[config.mk]
export PLATFORM = sky130hd
export DESIGN_NAME = orv64_int_req_gen
export DESIGN_NICKNAME = d
export VERILOG_FILES = /design/src/rtl/orv64_typedef_pkg.sv /design/src/rtl/orv64_int_sync.sv /design/src/rtl/orv64_int_req_gen.sv
export SDC_FILE = /design/constraint.sdc
export NUM_CORES = 1
export LEC_CHECK = 0
export CAP_MARGIN = 20
export CORE_MARGIN = 2
export CORE_UTILIZATION = 35
export DETAILED_ROUTE_END_ITERATION = 8
export HOLD_SLACK_MARGIN = 0.08
export PLACE_DENSITY = 0.76
export RECOVER_POWER = 50
export SETUP_SLACK_MARGIN = 0.3
export SLEW_MARGIN = 10
export SYNTH_ARGS = -nofsm -noshare
export SYNTH_HDL_FRONTEND = slang
export SYNTH_SLANG_ARGS = --single-unit
[constraint.sdc]
create_clock -name clk -period 5.4 [get_ports clk]
set_input_delay 1.08 -clock clk [delete_from_list [all_inputs] [get_ports clk]]
set_output_delay 1.08 -clock clk [all_outputs]
set_load 0.02 [all_outputs]
[src/rtl/orv64_typedef_pkg.sv]
// Shared interrupt types: cause codes, mip/mie/mideleg layout,
// fixed priority order, request FSM states and winner picker.
package orv64_typedef_pkg;

  typedef enum logic [3:0] {
    ORV64_INT_U_SW   = 4'd0,
    ORV64_INT_S_SW   = 4'd1,
    ORV64_INT_M_SW   = 4'd3,
    ORV64_INT_U_TIME = 4'd4,
    ORV64_INT_S_TIME = 4'd5,
    ORV64_INT_M_TIME = 4'd7,
    ORV64_INT_U_EXT  = 4'd8,
    ORV64_INT_S_EXT  = 4'd9,
    ORV64_INT_M_EXT  = 4'd11
  } orv64_int_cause_t;

  typedef struct packed {
    logic meip;
    logic rsv10;
    logic seip;
    logic ueip;
    logic mtip;
    logic rsv6;
    logic stip;
    logic utip;
    logic msip;
    logic rsv2;
    logic ssip;
    logic usip;
  } orv64_csr_ideleg_t;

  typedef enum logic [1:0] {
    ORV64_INT_IDLE,
    ORV64_INT_REQ,
    ORV64_INT_ACK
  } orv64_int_state_t;

  localparam int ORV64_INT_NUM = 9;

  // index 0 is the highest priority
  localparam logic [8:0][3:0] ORV64_INT_PRIO = {
    ORV64_INT_U_TIME, ORV64_INT_U_SW, ORV64_INT_U_EXT,
    ORV64_INT_S_TIME, ORV64_INT_S_SW, ORV64_INT_S_EXT,
    ORV64_INT_M_TIME, ORV64_INT_M_SW, ORV64_INT_M_EXT
  };

  function automatic orv64_int_cause_t orv64_int_pick(
    input logic [11:0] elig
  );
    orv64_int_cause_t c;
    c = ORV64_INT_U_SW;
    // lowest first so the highest eligible overwrites
    for (int i = ORV64_INT_NUM - 1; i >= 0; i--) begin
      if (elig[ORV64_INT_PRIO[i]])
        c = orv64_int_cause_t'(ORV64_INT_PRIO[i]);
    end
    return c;
  endfunction

endpackage

[src/rtl/orv64_int_sync.sv]
// 1-bit flop-chain synchronizer, SYNC_STAGES deep, async active-low reset.
// Ports: clk, rstn, d (async in), q (synchronized out).
module orv64_int_sync #(
  parameter int SYNC_STAGES = 2
) (
  input  logic clk,
  input  logic rstn,
  input  logic d,
  output logic q
);

  logic [SYNC_STAGES-1:0] ff;

  always_ff @(posedge clk or negedge rstn) begin
    if (!rstn) ff <= '0;
    else       ff <= {ff[SYNC_STAGES-2:0], d};
  end

  assign q = ff[SYNC_STAGES-1];

endmodule

[src/rtl/orv64_int_req_gen.sv]
// Interrupt pending/arbitration and request FSM (IDLE/REQ/ACK).
// Ports: clk, rstn, ext_* lines, csr_mip_sw/mie/mideleg, prv,
// mstatus_mie/sie, int_ready -> int_valid, int_cause, mip_q, wfi_wake.
// Macro ORV64_INT_SYNC_EN: ext lines go through SYNC_STAGES flops.
module orv64_int_req_gen
  import orv64_typedef_pkg::*;
#(
  parameter int SYNC_STAGES = 2
) (
  input  logic              clk,
  input  logic              rstn,
  input  logic              ext_meip,
  input  logic              ext_mtip,
  input  logic              ext_msip,
  input  logic              ext_seip,
  input  orv64_csr_ideleg_t csr_mip_sw,
  input  orv64_csr_ideleg_t csr_mie,
  input  orv64_csr_ideleg_t csr_mideleg,
  input  logic [1:0]        prv,
  input  logic              mstatus_mie,
  input  logic              mstatus_sie,
  input  logic              int_ready,
  output logic              int_valid,
  output orv64_int_cause_t  int_cause,
  output orv64_csr_ideleg_t mip_q,
  output logic              wfi_wake
);

  if (SYNC_STAGES < 2 || SYNC_STAGES > 4) begin : g_bad_stages
    $error("SYNC_STAGES must be 2..4");
  end

  logic meip_s, mtip_s, msip_s, seip_s;

`ifdef ORV64_INT_SYNC_EN
  orv64_int_sync #(.SYNC_STAGES(SYNC_STAGES)) u_sync_meip (
    .clk(clk), .rstn(rstn), .d(ext_meip), .q(meip_s));
  orv64_int_sync #(.SYNC_STAGES(SYNC_STAGES)) u_sync_mtip (
    .clk(clk), .rstn(rstn), .d(ext_mtip), .q(mtip_s));
  orv64_int_sync #(.SYNC_STAGES(SYNC_STAGES)) u_sync_msip (
    .clk(clk), .rstn(rstn), .d(ext_msip), .q(msip_s));
  orv64_int_sync #(.SYNC_STAGES(SYNC_STAGES)) u_sync_seip (
    .clk(clk), .rstn(rstn), .d(ext_seip), .q(seip_s));
`else
  always_ff @(posedge clk or negedge rstn) begin
    if (!rstn) begin
      meip_s <= 1'b0;
      mtip_s <= 1'b0;
      msip_s <= 1'b0;
      seip_s <= 1'b0;
    end else begin
      meip_s <= ext_meip;
      mtip_s <= ext_mtip;
      msip_s <= ext_msip;
      seip_s <= ext_seip;
    end
  end
`endif

  logic usip_q, ssip_q, utip_q, stip_q, ueip_q;

  always_ff @(posedge clk or negedge rstn) begin
    if (!rstn) begin
      usip_q <= 1'b0;
      ssip_q <= 1'b0;
      utip_q <= 1'b0;
      stip_q <= 1'b0;
      ueip_q <= 1'b0;
    end else begin
      usip_q <= csr_mip_sw.usip;
      ssip_q <= csr_mip_sw.ssip;
      utip_q <= csr_mip_sw.utip;
      stip_q <= csr_mip_sw.stip;
      ueip_q <= csr_mip_sw.ueip;
    end
  end

  // hardware-owned fields of the sw vector are ignored
  logic unused_sw;
  assign unused_sw = ^{csr_mip_sw.meip, csr_mip_sw.rsv10,
                       csr_mip_sw.seip, csr_mip_sw.mtip,
                       csr_mip_sw.rsv6, csr_mip_sw.msip,
                       csr_mip_sw.rsv2};

  always_comb begin
    mip_q      = '0;
    mip_q.meip = meip_s;
    mip_q.mtip = mtip_s;
    mip_q.msip = msip_s;
    mip_q.seip = seip_s;
    mip_q.usip = usip_q;
    mip_q.ssip = ssip_q;
    mip_q.utip = utip_q;
    mip_q.stip = stip_q;
    mip_q.ueip = ueip_q;
  end

  logic        m_en, s_en, any_elig;
  logic [11:0] pend, ie, dl, elig;

  assign m_en = (prv != 2'd3) | mstatus_mie;
  assign s_en = (prv == 2'd0) | ((prv == 2'd1) & mstatus_sie);

  assign pend = mip_q;
  assign ie   = csr_mie;
  assign dl   = csr_mideleg;
  assign elig = pend & ie &
                ((~dl & {12{m_en}}) | (dl & {12{s_en}}));

  assign any_elig = |elig;
  assign wfi_wake = |(pend & ie);

  orv64_int_state_t state;

  always_ff @(posedge clk or negedge rstn) begin
    if (!rstn) begin
      state     <= ORV64_INT_IDLE;
      int_valid <= 1'b0;
      int_cause <= ORV64_INT_U_SW;
    end else begin
      unique case (state)
        ORV64_INT_IDLE: begin
          if (any_elig) begin
            state     <= ORV64_INT_REQ;
            int_valid <= 1'b1;
            int_cause <= orv64_int_pick(elig);
          end
        end
        ORV64_INT_REQ: begin
          // an accept wins over a same-cycle withdraw
          if (int_ready) begin
            state     <= ORV64_INT_ACK;
            int_valid <= 1'b0;
          end else if (!elig[int_cause]) begin
            state     <= ORV64_INT_IDLE;
            int_valid <= 1'b0;
          end
        end
        ORV64_INT_ACK: begin
          state <= ORV64_INT_IDLE;
        end
        default: begin
          state     <= ORV64_INT_IDLE;
          int_valid <= 1'b0;
        end
      endcase
    end
  end

endmodule

==> impl_metrics.toml, run 1 <==
[logic_synthesis]
ys_top_cells_by_area = "dfrtp_1, buf_4, o21ai_0"
synth.distinct_cells = 35
synth_top_area_share_pct = 37.5
synthArstFlopShare_pct = 100
synth_edf_count = 0
synth_warnings = 0
yosysSeqAreaShare_pct = 37.5
ys.flop_type = "dfrtp_1"
syn-instance-count = 117
syn_area_um2 = 1070
synth.avg_cell_area_um2 = 9.13
yosysMostFrequentCell = "dfrtp_1"
yosysTopAreaCell = "dfrtp_1"
ys_ff_latch = 16
synth_common_cells = "dfrtp_1, nand2_1, o21ai_0, buf_4, nor2b_1"

[setup_path]
r2r-start = "meip_s"
crit_buf_inv = 2
startpoint = "csr_mie[11]"
crit_top_cell = "clkdlybuf4s50_1"
slowest_delay_ns = 0.55
cpMaxStageDelayCell = "clkdlybuf4s50_1"
path_delay_family = "buffers and inverters"
cp.required_ns = 4.32
worstPathCellList = "clkdlybuf4s50_1 > a222oi_1 > nand4_1 > clkdlybuf4s50_1"
cp_data_arrival_time_ns = 2.57
path_class = "primary input to output pin"
crit_fanout = 2
critPathLaunchType = "primary input"
end_kind = "output pin"

[pwr]
p_leak_nw = 0.632
ir_drop_uv = 151
pwr_density_cell_nw_per_um2 = 302
finalPower_w = 0.000465

[place]
dp_hpwl_um = 2330
port_buffers = 48
gp_congestion = 0.864

[die]
die_h_um = 59.3
ios = 65
initial_utilization_pct = 35.9
die_area_um2 = 3510
die_w_um = 59.3
rows = 20
core_area_um2 = 2980

[sta]
drv_slew = 0
fmax_mhz = 274
setup_violations = 0
post-route-period-util_pct = 67.6
worst_slew_margin_rel_pct = 52.5
period_needed_ns = 3.65
rsz0062_at_grt = "no"
tightest_slew_ns = 0.711
hold_viol = 0
setup-tns-final_ns = 0
fin_worst_skew_ns = 0.00175

[grt]
grt_max_degree = 17
grt_usage_pct = 18.7
grt_antenna_before_repair = 0
overflow = 0
grt_pass1_vias = 1064
grt_pass1_wl_um = 4950

[min_path]
hp-start = "state[0]"
hold_path.class = "register to register"

[cts]
post_cts_resized = 0
cts_tree = "built"
cts_hold_buf = 0
cts_sinks = 16
cts-root-buf = "clkbuf_4"
clk_latency_ns = 0.29
cts_buffer_depth = 2
postCtsSetupRepairBufs = 0
htree_levels = 1
clk_pin_slew_worst_paths_ns = 0.10
cts_made_buffers = 3

[route]
first_pass_iters = 4
drt_first_iter_violations = 71
wl_per_cell_um = 15.2
antenna_left = 0
drt-total-wl_um = 2910
avgViaCountPerCell = 5.54
drc_errors = 0
vias = 1058

[layout]
nFillCells = 275
nets = 206
regArea_um2 = 400
post-route-util_pct = 51.7
multi_input_area_um2 = 569
syn_to_final_growth_pct = 44.0
diodes = 0
drive_gt1_share_pct = 6.33

[job]
maxCapViolCount = 0

[status]
status = "finished clean"
==> layout make-up <==
type	instances	share of cell area [%]
multi-input cells	87	37.0
well taps	33	2.68
repair buffers	48	31.2
clock buffers	4	2.36
flip-flops and latches	16	26.0
inverters	3	0.732
==> worst register-to-register path: cells and delay by family, from the launching register on <==
kind,cells,cell delay (ns)
and+or+nand+nor,1,0.21
DFF,1,0.42
AOI/OAI and AO/OA,3,0.84
muxes,1,0.38
==> per-stage QoR <==
step | hold slack (ns) | worst slack, ns | instance area (um^2) | cells
2_1_floorplan | 0.514 | 2.69 | 1080 | 119
3_3_place_gp | 0.531 | 1.66 | 1500 | 187
3_5_place_dp | 0.536 | 1.63 | 1500 | 187
4_1_cts | 0.559 | 1.75 | 1540 | 191
5_1_grt | 0.581 | 1.68 | 1540 | 191
6_report | 0.554 | 1.75 | 1540 | 191
==> final timing paths <==
check | slack (ns) | depth (start not counted) | endpoint
setup reg to reg | 3.44 | 5 | int_cause[2]
hold / removal | 0.55 | 1 | state[1]
min in group asynchronous | 1.27 | 1 | state[1]
hold reg to reg | 0.55 | 1 | state[1]
setup / recovery | 1.75 | 4 | wfi_wake
max in group asynchronous | 3.68 | 1 | msip_s
==> state kept, by name (all words and copies together), names as in the netlist <==
register and count:
msip_s 1, mtip_s 1, int_cause 4, utip_q 1, state 2, meip_s 1, int_valid 1, ssip_q 1
ueip_q 1, seip_s 1, usip_q 1, stip_q 1
==> power breakdown <==
part | switching (W) | internal [W] | total [W] | leakage [nW]
Clock | 0.0000400 | 0.0000411 | 0.0000811 | 0.0210
Combinational | 0.0000963 | 0.000106 | 0.000202 | 0.420
Sequential | 0.0000342 | 0.000147 | 0.000181 | 0.190
Total | 0.000170 | 0.000294 | 0.000465 | 0.632
==> cells in the final DEF, fill, tap and decap left out, types with 2 or more instances in the layout <==
| master | n |
|---|---|
| a31oi_1 | 3 |
| a21oi_1 | 3 |
| conb_1 | 3 |
| mux2_2 | 3 |
| and4_1 | 2 |
| o211a_1 | 3 |
| and3_1 | 2 |
| nand4_1 | 5 |
| a22oi_1 | 4 |
| clkbuf_4 | 3 |
| dlygate4sd3_1 | 11 |
| nand2_1 | 15 |
| nand3_1 | 2 |
| inv_1 | 3 |
| o311ai_0 | 2 |
| clkdlybuf4s50_1 | 37 |
| o21ai_0 | 13 |
| nor2b_1 | 8 |
| dfrtp_1 | 16 |
| and2_1 | 3 |
==> metal layers <==
| metal | share of wire (%) | vias up | global-route usage [%] |
|---|---|---|---|
| met5 | 0 | - | 0 |
| met4 | 1.3 | 0 | 5.84 |
| met3 | 8.5 | 5 | 3.49 |
| met2 | 49 | 46 | 30.6 |
| met1 | 41 | 503 | 24.9 |
| li1 | - | 504 | - |
==> cell families after synthesis <==
family | after synthesis | share of synthesized area [%]
other | 1 | 0.351
buffers and inverters | 16 | 9.95
AO/OA/AOI/OAI | 35 | 23.8
multiplexers | 4 | 4.22
AND/OR/NAND/NOR | 45 | 24.2
flip-flops | 16 | 37.5
No activity file was read; power rests on OpenSTA's default activity.
==> run 2, diff against run 1 <==
==> constraint.sdc (replaced) <==
create_clock -name clk -period 3.5 [get_ports clk]
set_input_delay 0.7 -clock clk [delete_from_list [all_inputs] [get_ports clk]]
set_output_delay 0.7 -clock clk [all_outputs]
set_load 0.02 [all_outputs]
==> run 2 against run 1 <==
Effect of this change:
- combinational power increased by 56%
- first-iteration DRC count decreased by 7.0%
- via count increased by 1.8%
- wire length increased by 1.0%
- flip-flop and latch count unchanged
- die area unchanged
==> impl_metrics.toml, run 2 (synthesis results as in run 1) <==
[status]
status = "finished clean"

[die]
die_area_um2 = 3510
ios = 65
die_w_um = 59.3
initial_utilization_pct = 35.9
core_area_um2 = 2980
die_h_um = 59.3
rows = 20

[place]
preCtsSetupSlack_ns = 0.337
gp_congestion = 0.888
dp_hpwl_um = 2360
dpl_cell_area_um2 = 1520
port_buffers = 48

[setup_path]
end_kind = "output pin"
path_delay_family = "buffers and inverters"
worstPathCellList = "clkdlybuf4s50_1 > a222oi_1 > nand4_1 > clkdlybuf4s50_1"
critPathLaunchType = "primary input"
slowest_delay_ns = 0.55
path_class = "primary input to output pin"
crit_top_cell = "clkdlybuf4s50_1"
cp.required_ns = 2.80
crit_fanout = 2
cp_data_arrival_time_ns = 2.17
crit_buf_inv = 2
cpMaxStageDelayCell = "clkdlybuf4s50_1"

[layout]
largest_register_ffs = 4
post-route-util_pct = 51.7
drive_gt1_share_pct = 6.92
mostFrequentLayoutCell = "clkdlybuf4s50_1"
nets = 208
diodes = 0
syn_to_final_growth_pct = 44.1
mostFrequentLayoutCells = "clkdlybuf4s50_1, dfrtp_1, nand2_1"
top_regs = "int_cause (4), state (2)"
post-route-cell-area_um2 = 1540
largest_register = "int_cause"

[cts]
cts_tree = "built"
clk_pin_slew_worst_paths_ns = 0.09
htree_levels = 1
cts_made_buffers = 3
cts_sinks = 16
postCtsSetupRepairBufs = 0
cts-root-buf = "clkbuf_4"
cts_buffer_depth = 2
clk_latency_ns = 0.29
post_cts_resized = 0
cts_hold_buf = 0

[grt]
grt_pass1_vias = 1062
overflow = 0
grt_usage_pct = 18.4
grt_max_degree = 17
grt_pass1_wl_um = 4890
grt_antenna_before_repair = 0

[sta]
worst_slew_margin_rel_pct = 52.2
setup_violations = 0
setup_ws_ns = 0.633
post-route-period-util_pct = 81.9
drv_slew = 0
hold_viol = 0
hold_ws_ns = 0.553
rsz0062_at_grt = "no"
period_needed_ns = 2.87
setup-tns-final_ns = 0
fmax_mhz = 349
tightest_slew_ns = 0.715
fin_worst_skew_ns = 0.00111

[job]
maxCapViolCount = 0

[route]
vias = 1077
first_pass_iters = 4
drc_errors = 0
avgViaCountPerCell = 5.61
antenna_left = 0
drt-total-wl_um = 2940
wl_per_cell_um = 15.3
drt_first_iter_violations = 66

[min_path]
hold_path.class = "register to register"

[pwr]
ir_drop_uv = 160
pwr_density_cell_nw_per_um2 = 451
p_leak_nw = 0.634
## run 2: per-stage QoR
stage	std cells	power [W]
final	192	0.000694
after global routing	192	0.000744
after CTS	192	0.000702
after detailed placement	189	0.000601
after global placement	189	0.000594
after floorplan	119	0.000458
## run 2: layout make-up
cell class	count	area [um^2]
well taps	33	41.3
clock buffers	3	22.5
repair buffers	50	495
fillers	275	1440
inverters	3	11.3
multi-input cells	87	569
flip-flops and latches	16	400
## run 2: routing by layer
metal  global-route usage (%)  vias up  share of wire (%)
li1                         -      513                  -
met1                     23.5      512                 42
met2                     30.0       45                 49
met3                     4.59        7                7.8
met4                     6.49        0                1.3
met5                        0        -                  0
## run 2: worst register-to-register path, delay by kind of cell (launching register included)
kind | cells | cell delay [ns]
compound gates | 3 | 0.83
flops | 1 | 0.41
mux | 1 | 0.38
simple gates | 1 | 0.21
## run 2: final timing paths
path	from	end	slack, ns	depth (start not counted)
min in group asynchronous	rstn	utip_q	0.90	1
worst min-delay path	int_valid	int_valid	0.55	2
max in group asynchronous	rstn	mtip_s	2.15	1
worst max register to register	meip_s	int_cause[2]	1.56	5
worst min register to register	int_valid	int_valid	0.55	2
worst max-delay path	csr_mie[11]	wfi_wake	0.63	4
## run 2: power by group
part	internal (W)	switching, W
sequential	0.000227	0.0000534
combinational	0.000165	0.000150
clock	0.0000400	0.0000584
